## config.mk

```make
export PLATFORM = sky130hd
export DESIGN_NAME = mem_access_arbiter
export DESIGN_NICKNAME = d
export VERILOG_FILES = /design/src/rtl/mem_arb_pkg.sv /design/src/rtl/rr_arbiter.sv /design/src/rtl/mem_access_arbiter.sv
export SDC_FILE = /design/constraint.sdc
export NUM_CORES = 1
export LEC_CHECK = 0
export ABC_AREA = 1
export CAP_MARGIN = 20
export CORE_UTILIZATION = 41
export DETAILED_ROUTE_END_ITERATION = 10
export GPL_TIMING_DRIVEN = 0
export MAX_ROUTING_LAYER = met4
export PLACE_DENSITY_LB_ADDON = 0.2
export REMOVE_ABC_BUFFERS = 1
export SLEW_MARGIN = 30
export SYNTH_ARGS = -nofsm -noshare
export SYNTH_HDL_FRONTEND = slang
export SYNTH_HIERARCHICAL = 1
export SYNTH_SLANG_ARGS = --single-unit
```

## constraint.sdc

```tcl
create_clock -name clk -period 2.1 [get_ports clk]
set_input_delay 0.42 -clock clk [delete_from_list [all_inputs] [get_ports clk]]
set_output_delay 0.42 -clock clk [all_outputs]
set_load 0.02 [all_outputs]
```

## src/rtl/mem_arb_pkg.sv

```systemverilog
// Shared definitions for the memory access arbiter: FSM state encoding,
// default memory geometry and the rotating-priority search.
package mem_arb_pkg;

  typedef enum logic [2:0] {
    IDLE   = 3'd0,
    SETUP  = 3'd1,
    WAIT   = 3'd2,
    STROBE = 3'd3,
    RESP   = 3'd4
  } state_t;

  localparam int DEF_AW   = 5;
  localparam int DEF_DW   = 8;
  localparam int MAX_NREQ = 4;

  // First set bit of req at or after ptr, wrapping modulo n (n <= MAX_NREQ).
  // Returns ptr when no bit is set; callers qualify with |req.
  function automatic logic [1:0] rot_first_one(input logic [MAX_NREQ-1:0] req,
                                                input logic [1:0]          ptr,
                                                input logic [2:0]          n);
    logic [2:0] idx;
    rot_first_one = ptr;
    for (int k = MAX_NREQ - 1; k >= 0; k--) begin
      idx = {1'b0, ptr} + 3'(k);
      if (idx >= n) idx = idx - n;
      if ((3'(k) < n) && req[idx[1:0]]) rot_first_one = idx[1:0];
    end
  endfunction

endpackage

```

## src/rtl/rr_arbiter.sv

```systemverilog
// Combinational round-robin pick: one-hot and binary winner starting the
// search at ptr. The pointer itself is owned by the instantiating block.
module rr_arbiter
  import mem_arb_pkg::*;
#(
  parameter  int NREQ = 2,
  localparam int IW   = $clog2(NREQ)
) (
  input  logic [NREQ-1:0] req,
  input  logic [IW-1:0]   ptr,
  input  logic            en,
  output logic [NREQ-1:0] grant,
  output logic [IW-1:0]   idx
);

  logic [MAX_NREQ-1:0] req_ext;
  logic [1:0]          ptr_ext;
  logic [1:0]          win;

  always_comb begin
    req_ext            = '0;
    req_ext[NREQ-1:0]  = req;
    ptr_ext            = 2'(ptr);
    win                = rot_first_one(req_ext, ptr_ext, 3'(NREQ));
    idx                = IW'(win);
    grant              = '0;
    if (en && (|req)) grant[idx] = 1'b1;
  end

endmodule

```

## src/rtl/mem_access_arbiter.sv

```systemverilog
// Round-robin sharing of one scratch-memory port between NREQ requesters.
// Optional write protection at and above PROT_BASE: define MEM_ARB_WPROT_EN.
module mem_access_arbiter
  import mem_arb_pkg::*;
#(
  parameter int NREQ      = 2,
  parameter int AW        = DEF_AW,
  parameter int DW        = DEF_DW,
  parameter int RD_LAT    = 1,
  parameter int PROT_BASE = 24
) (
  input  logic               clk,
  input  logic               rst_n,
  input  logic [NREQ-1:0]    req,
  input  logic [NREQ-1:0]    we,
  input  logic [NREQ*AW-1:0] addr,
  input  logic [NREQ*DW-1:0] wdata,
  output logic [NREQ-1:0]    gnt,
  output logic [NREQ-1:0]    ack,
  output logic [DW-1:0]      rdata,
  output logic               err,
  output logic               busy,
  output logic [AW-1:0]      mem_addr,
  output logic [DW-1:0]      mem_data_in,
  output logic               mem_read_write,
  input  logic [DW-1:0]      mem_data_out
);

  localparam int IW = $clog2(NREQ);
  localparam int CW = (RD_LAT > 1) ? $clog2(RD_LAT) : 1;

  if (NREQ < 2 || NREQ > MAX_NREQ) begin : g_bad_nreq
    $error("mem_access_arbiter: NREQ must be 2..4");
  end
  if (RD_LAT < 1 || RD_LAT > 3) begin : g_bad_rd_lat
    $error("mem_access_arbiter: RD_LAT must be 1..3");
  end
  if (PROT_BASE < 0 || PROT_BASE > (1 << AW)) begin : g_bad_prot_base
    $error("mem_access_arbiter: PROT_BASE outside address range");
  end

  state_t          state;
  logic [IW-1:0]   ptr;
  logic [IW-1:0]   win;
  logic            lat_we;
  logic [CW-1:0]   cnt;
  logic            prot;

  logic [NREQ-1:0] win_onehot;
  logic [IW-1:0]   nxt_ptr;
  logic [NREQ-1:0] arb_req;
  logic [IW-1:0]   arb_ptr;
  logic            arb_en;
  logic [NREQ-1:0] arb_gnt;
  logic [IW-1:0]   arb_idx;
  logic            sel_we;
  logic [AW-1:0]   sel_addr;
  logic [DW-1:0]   sel_wdata;

  assign win_onehot = NREQ'(1) << win;
  assign nxt_ptr    = (win == IW'(NREQ - 1)) ? '0 : win + 1'b1;

  // The response cycle also arbitrates so the next owner is granted right
  // after ack; the requester being acked still holds req and is masked out.
  always_comb begin
    arb_en  = (state == IDLE) || (state == RESP);
    arb_req = req;
    arb_ptr = ptr;
    if (state == RESP) begin
      arb_req = req & ~win_onehot;
      arb_ptr = nxt_ptr;
    end
  end

  rr_arbiter #(.NREQ(NREQ)) u_rr (
    .req   (arb_req),
    .ptr   (arb_ptr),
    .en    (arb_en),
    .grant (arb_gnt),
    .idx   (arb_idx)
  );

  always_comb begin
    sel_we    = 1'b0;
    sel_addr  = '0;
    sel_wdata = '0;
    for (int i = 0; i < NREQ; i++) begin
      if (arb_idx == IW'(i)) begin
        sel_we    = we[i];
        sel_addr  = addr[i*AW +: AW];
        sel_wdata = wdata[i*DW +: DW];
      end
    end
  end

`ifdef MEM_ARB_WPROT_EN
  assign prot = int'(mem_addr) >= PROT_BASE;

  always_ff @(posedge clk or negedge rst_n) begin
    if (!rst_n) err <= 1'b0;
    else        err <= (state == SETUP) && lat_we && prot;
  end
`else
  assign prot = 1'b0;
  assign err  = 1'b0;
`endif

  // mem_addr / mem_data_in double as the command latch, so they are stable
  // from SETUP through RESP and simply hold in IDLE.
  always_ff @(posedge clk or negedge rst_n) begin
    if (!rst_n) begin
      state          <= IDLE;
      ptr            <= '0;
      win            <= '0;
      lat_we         <= 1'b0;
      cnt            <= '0;
      gnt            <= '0;
      ack            <= '0;
      busy           <= 1'b0;
      mem_read_write <= 1'b0;
      mem_addr       <= '0;
      mem_data_in    <= '0;
      rdata          <= '0;
    end else begin
      gnt            <= '0;
      ack            <= '0;
      mem_read_write <= 1'b0;
      case (state)
        IDLE, RESP: begin
          if (state == RESP) ptr <= nxt_ptr;
          if (|arb_gnt) begin
            win         <= arb_idx;
            lat_we      <= sel_we;
            mem_addr    <= sel_addr;
            mem_data_in <= sel_wdata;
            gnt         <= arb_gnt;
            busy        <= 1'b1;
            state       <= SETUP;
          end else begin
            busy  <= 1'b0;
            state <= IDLE;
          end
        end
        SETUP: begin
          if (lat_we && prot) begin
            ack   <= win_onehot;
            state <= RESP;
          end else if (lat_we) begin
            mem_read_write <= 1'b1;
            state          <= STROBE;
          end else begin
            cnt   <= CW'(RD_LAT - 1);
            state <= WAIT;
          end
        end
        WAIT: begin
          if (cnt == '0) begin
            rdata <= mem_data_out;
            ack   <= win_onehot;
            state <= RESP;
          end else begin
            cnt <= cnt - 1'b1;
          end
        end
        STROBE: begin
          ack   <= win_onehot;
          state <= RESP;
        end
        default: begin
          busy  <= 1'b0;
          state <= IDLE;
        end
      endcase
    end
  end

endmodule

```

; ---- Yosys cells after proc, flatten, opt, wreduce, memory -nomap -nowiden
; Cells that the tools add are included.
[word_totals]
reg_bits = 34
output_inout_bits = 28
[classes]
reduce_logical = 12
shift = 1
add_sub_neg = 5
bitwise = 3
eq_ne = 6
mux = 32
magnitude_cmp = 6
[ops]
columns = op, count
row1 = two-way mux 1 bit, 15
row2 = two-way mux 2 bit, 7
row3 = one-hot mux 3 bit (4 select lines), 1
row4 = two-way mux 8 bit, 1
row5 = "equality test 3 x 2 -> 1 bit, second input constant", 2
row6 = "< comparator 2 x 3 -> 1 bit, second input constant", 2
row7 = AND reduction 2 bit, 3
row8 = OR reduction 2 bit, 3
row9 = two-way mux 5 bit, 1
row10 = binary-select mux 1 bit (select 2 bit), 2
row11 = "inequality test 2 bit, second input constant", 2
row12 = one-hot mux 1 bit (2 select lines), 2
row13 = one-hot mux 2 bit (2 select lines), 1
row14 = "equality test 3 x 1 -> 1 bit, second input constant", 1
row15 = "equality test 3 bit, second input constant", 1
row16 = "greater-or-equal comparator 3 x 2 -> 1 bit, second input constant", 1
row17 = zero test 3 bit, 1
row18 = two-way mux 3 bit, 1
row19 = OR reduction 3 bit, 1
row20 = "adder 1 x 1 -> 2 bit, second input constant", 1
row21 = bitwise AND 2 bit, 1
row22 = "greater-or-equal comparator 1 x 2 -> 1 bit, second input constant", 1
row23 = logical AND 1 bit, 2
row24 = "< comparator 1 x 2 -> 1 bit, second input constant", 1
row25 = other kinds (11), 11

; ---- Logic depth before layout (Yosys ltp)
; Gate-level depths: netlist of the first run.
[logic_depth]
word_depth = 18
ltp_mapped = 15
depth_no_buf = 13

; ---- Cells and area by module
; The synthesis of the first run kept the hierarchy.
[by_module_without_submodules]
columns = module, area_per_inst_um2, cells_per_inst, seq_area_each_um2, instances
row1 = mem_access_arbiter, 1497.7, 188, 825.8, 1
row2 = rr_arbiter, 46.3, 11, 0.0, 1

; ---- Least setup slack after synthesis of the first run
; OpenSTA, ideal clock, no wires.
[synth_path]
path_type = flip-flop to flip-flop
startpoint = register state[0]
endpoint = register mem_addr[0]
t_required_ns = 1.984
path_stages_with_launch = 14
slack_ns = 0.347
arrival_ns = 1.636
path_buffers = 2
period_less_slack_ns = 1.753
cell_sequence = dfrtp_1 -> nor2_4 -> nand3_1 -> and2_1 -> nand2_1 -> nand2_1 -> nor2_2 -> clkbuf_2 -> inv_1 -> buf_4 -> nand2_1 -> nand2_1 -> nand2_1 -> nand2_1
[synth_via]
word_cells_on_any_way = 30
cone_classes = add/sub (3) / order compare (4) / eq/ne (1) / mux (14) / reduce/logical (8)
[synth_rtl]
columns = element, line
row1 = from (decl), mem_access_arbiter.sv:42  ; state_t state;
row2 = from (signal assigned), mem_access_arbiter.sv:112  ; state <= IDLE;
row3 = from (signal assigned), mem_access_arbiter.sv:138  ; state <= SETUP;
row4 = from (signal assigned), mem_access_arbiter.sv:141  ; state <= IDLE;
row5 = equality test 3 bit / zero test 3 bit (equally long branches), mem_access_arbiter.sv:66  ; arb_en = (state == IDLE) || (state == RESP);
row6 = logical OR 1 bit (*), mem_access_arbiter.sv:66
row7 = via arb_en, mem_access_arbiter.sv:53  ; logic arb_en;
row8 = logical AND 1 bit (*), rr_arbiter.sv:27  ; if (en && (|req)) grant[idx] = 1'b1;
row9 = two-way mux 2 bit (*), rr_arbiter.sv:27
row10 = OR reduction 2 bit (*), mem_access_arbiter.sv:131  ; if (|arb_gnt) begin
row11 = AND reduction 2 bit (no source line) (*), -
row12 = to (signal assigned), mem_access_arbiter.sv:134  ; mem_addr <= sel_addr;
row13 = to (decl), mem_access_arbiter.sv:23  ; output logic [AW-1:0] mem_addr,
; The timed path passes the listed nets; every way through them passes the cells marked *. The select of a mux whose other input is x is not followed.
; A chain may end at the register's enable or synchronous reset.

; ---- Worst setup path after layout of the first run
[layout_path]
startpoint = register state[1]
endpoint = register mem_data_in[3]
[layout_via]
word_cells_on_any_way = 30
cone_classes = add/sub (3) / order compare (4) / eq/ne (1) / mux (14) / reduce/logical (8)
[layout_rtl]
columns = element, line
row1 = equality test 3 bit / zero test 3 bit (equally long branches), mem_access_arbiter.sv:66
row2 = logical OR 1 bit (*), mem_access_arbiter.sv:66
row3 = via arb_en, mem_access_arbiter.sv:53
row4 = logical AND 1 bit (*), rr_arbiter.sv:27
row5 = two-way mux 2 bit (*), rr_arbiter.sv:27
row6 = OR reduction 2 bit (*), mem_access_arbiter.sv:131
row7 = AND reduction 2 bit (no source line) (*), -
row8 = to (signal assigned), mem_access_arbiter.sv:135  ; mem_data_in <= sel_wdata;
row9 = to (decl), mem_access_arbiter.sv:24  ; output logic [DW-1:0] mem_data_in,
; Marks and branches as above.

==> key figures, run 1 <==
Outcome
  • Status: complete, no violations

Timing
  • Fin Hold WS: 0.009616 ns
  • Setup Skew: 0.003253 ns
  • Setup ws final: 0.1974 ns
  • Setup violators final: 0
  • Crit path time final: 1.903 ns
  • Fin. Hold Viols: 0
  • Final period utilization: 90.60%
  • FMAX: 525.6 MHz
  • Final slew viol count: 0
  • RSZ-0062 raised after global routing: no

Yosys
  • Syn avg cell area: 7.759 um^2
  • Seq cells post-synth: 33
  • Netlist cell types: 20
  • Mux cell area share after synthesis: 0%
  • Synth Cell Area: 0.001544 mm^2
  • Post-synthesis sequential area ratio: 53.48%
  • Post-Syn Instances: 199
  • Synth area leader: dfrtp_1
  • Top post-synthesis cells by area: dfrtp_1 53%, nand2_1 27%, nand4_1 3.2%
  • Post-synth top area share: 53.48%
  • Post-synthesis compound-gate area fraction: 1.297%
  • XOR/XNOR Fraction of Synth Area: 0%
  • Synth Area in Simple Gates: 38.17%
  • Post-synthesis adder-cell area fraction: 0%
  • Largest family of logic cells by synthesized area: simple AND/OR/NAND/NOR gates
  • Synthesis Warnings: 6

Detailed routing
  • # DRC: 0
  • First drt pass iteration count: 4
  • Drt first-iter violations: 115
  • Via count: 1399
  • Via density: 4.427
  • Per-cell routed wire length: 10.42 um
  • WL final: 3292 um
  • Final ANT Viol Nets: 0

Clocking
  • H-tree depth: 2
  • Root Buffer: clkbuf_8
  • Clk_lat worst skew: 0.28 ns
  • Clock Pin Slew Worst Setup and Hold Paths: 0.07 ns
  • Clock tree from TritonCTS: yes
  • TritonCTS buffer count: 5
  • Clk buf depth: 2
  • CTS Sinks: 33

Setup path
  • Buffer and inverter count on the worst path: 2
  • Reg-to-Reg End: mem_data_in[3]$_DFFE_PN0P_
  • CP startpoint: state[1]$_DFF_PN0_
  • Flop2flop setup slack: 0.20 ns
  • Critical Path Max Stage Delay: 0.50 ns
  • CP top delay family: simple AND/OR/NAND/NOR gates
  • Critical path data required time: 2.27 ns
  • Most frequent cell on the critical path: nand2_1
  • Worst R2R Path Depth: 12
  • Crit-path cells: nor2_4 > nand3_1 > and2_1 > nand2_1 > nand2_1 > nor2_4 > clkinvlp_4 > buf_4 > nand2_1 > nand2_1 > nand2_1 > nand2_1
  • Critical Path Fanout Max: 14
  • CP endpoint kind: register
  • Worst path depth: 12
  • Crit Path Category: register to register
  • Critical-path top delay cell: dfrtp_2
  • Crit path DAT: 2.08 ns
  • Worst R2R Start: state[1]$_DFF_PN0_
  • Worst Setup Start Kind: register
  • End point of the critical path: mem_data_in[3]$_DFFE_PN0P_

Cells and area
  • Cell area after layout: 0.002377 mm^2
  • Most common cell after layout, fill and taps aside: nand2_1
  • Highest-count cells in the layout ignoring fill and taps: 113 x nand2_1, 65 x clkdlybuf4s50_1, 32 x dfrtp_1
  • Ant diodes: 0
  • Ratio of cells with drive above 1 in the final layout: 8.519%
  • Footprint of the multi-input gates: 623.1 um^2
  • Final Non-Filler Cells: 316
  • Area grow syn2layout: 53.97%
  • Fin nets: 309
  • Reg area: 827.0 um^2
  • # fillers: 311

Min path
  • Hold/Removal Path Class: input pin to asynchronous set/reset pin

Placement
  • Routability cong.: 0.7482
  • Placed Area: 0.002231 mm^2
  • Setup WS pre-CTS: -0.5032 ns
  • Hpwl dp: 2384 um
  • Post-Place Cells: 304
  • IO buf count: 66

Power
  • Pwr dens: 1554 mW/mm^2
  • Tot Pwr: 3693 uW
  • Leakage: 0.001213 uW
  • Peak supply drop: 0.7858 mV

Die
  • Die ar.: 0.004015 mm^2
  • Starting density of the core: 44.52%
  • Rows: 21
  • Die W: 63.37 um
  • I/O pin count: 68
  • Die Y: 63.37 um
  • Core area: 0.003468 mm^2

Global route
  • Initial antenna violation count: 0
  • GRT Total Usage: 19.66%
  • Grt total ovfl: 0
  • Vias in the first global route: 1335
  • Largest net degree at the start of global routing: 25
  • First-pass GRT wire length: 5934 um

Run
  • Max-capacitance violation count: 0
==> power by group <==
| group | internal [uW] | leakage, uW | switching [uW] |
|---|---|---|---|
| Sequential | 941 | 0.000417 | 187 |
| Combinational | 856 | 0.000742 | 1200 |
| Clock | 296 | 0.0000542 | 218 |
==> worst min-delay path by stage <==
stage / startpoint / end / slack [ns] / cells after the start
finish: rst_n / mem_addr[0]$_DFFE_PN0P_ / 0.01 / 1
global route: rst_n / mem_addr[0]$_DFFE_PN0P_ / 0.02 / 1
CTS: rst_n / mem_addr[0]$_DFFE_PN0P_ / 0.007 / 1
detailed placement: rst_n / ptr$_DFFE_PN0P_ / 0.32 / 1
global placement: rdata[0]$_DFFE_PN0N_ / rdata[0]$_DFFE_PN0N_ / 0.45 / 2
floorplan: rst_n / ack[0]$_DFF_PN0_ / 0.12 / 0
==> what timing repair did <==
item | in CTS | in global routing
gates resized for setup | 2 | 2
setup endpoints to repair | 14 | 17
buffers inserted | 2 | 2
hold buffers | 0 | 0
pin swaps | 1 | 1
==> layer usage <==
metal	global-route usage, %	up-vias	share of wire, %
li1	-	742	-
met1	23.69	594	46
met2	30.32	58	44
met3	7.065	5	8.6
met4	6.818	0	1.4
met5	-	-	0
==> kinds of logic (layout without fill, tap and decap cells) <==
family / count (synthesis) / in the layout
AO/OA/AOI/OAI: 4 / 4
flip-flops: 33 / 33
AND/OR/NAND/NOR: 140 / 140
other: 1 / 1
buffers and inverters: 21 / 92
==> flip-flops by register name, summed over array words and instances (netlist names) <==
name	cells
win	1
mem_data_in	8
lat_we	1
ack	2
rdata	8
state	3
ptr	1
gnt	2
mem_addr	5
busy	1
mem_read_write	1
==> synthesized netlist by cell type, drive strengths merged <==
cell type	n
buf	7
inv	13
a21oi	2
nand2	115
nor2	10
nand4	8
nand3	5
clkbuf	1
o21ai	2
dfrtp	33
and2	2
conb	1
==> layout make-up <==
type,instances,share of cell area [%]
Clock buffer,7,4.053
Clock inverter,1,0.2105
Inverter,13,2.316
Multi-Input combinational cell,145,26.21
Sequential cell,33,34.79
Tap cell,46,2.421
Timing Repair Buffer,71,30.00
==> metrics by stage <==
stage               TNS [ns]  util (%)
finish                     0     68.54
global route               0     68.54
CTS                        0     67.93
detailed placement    -6.880     64.32
global placement      -7.488     63.67
floorplan                  0         -
Note: power is estimated with default switching activity, not from simulation.
==> run 2: changes to the inputs <==
CTS_CLUSTER_DIAMETER = 120   (was default)
==> results of run 2 <==
Same layout as run 1: the final DEF is identical, and so are final timing and power.
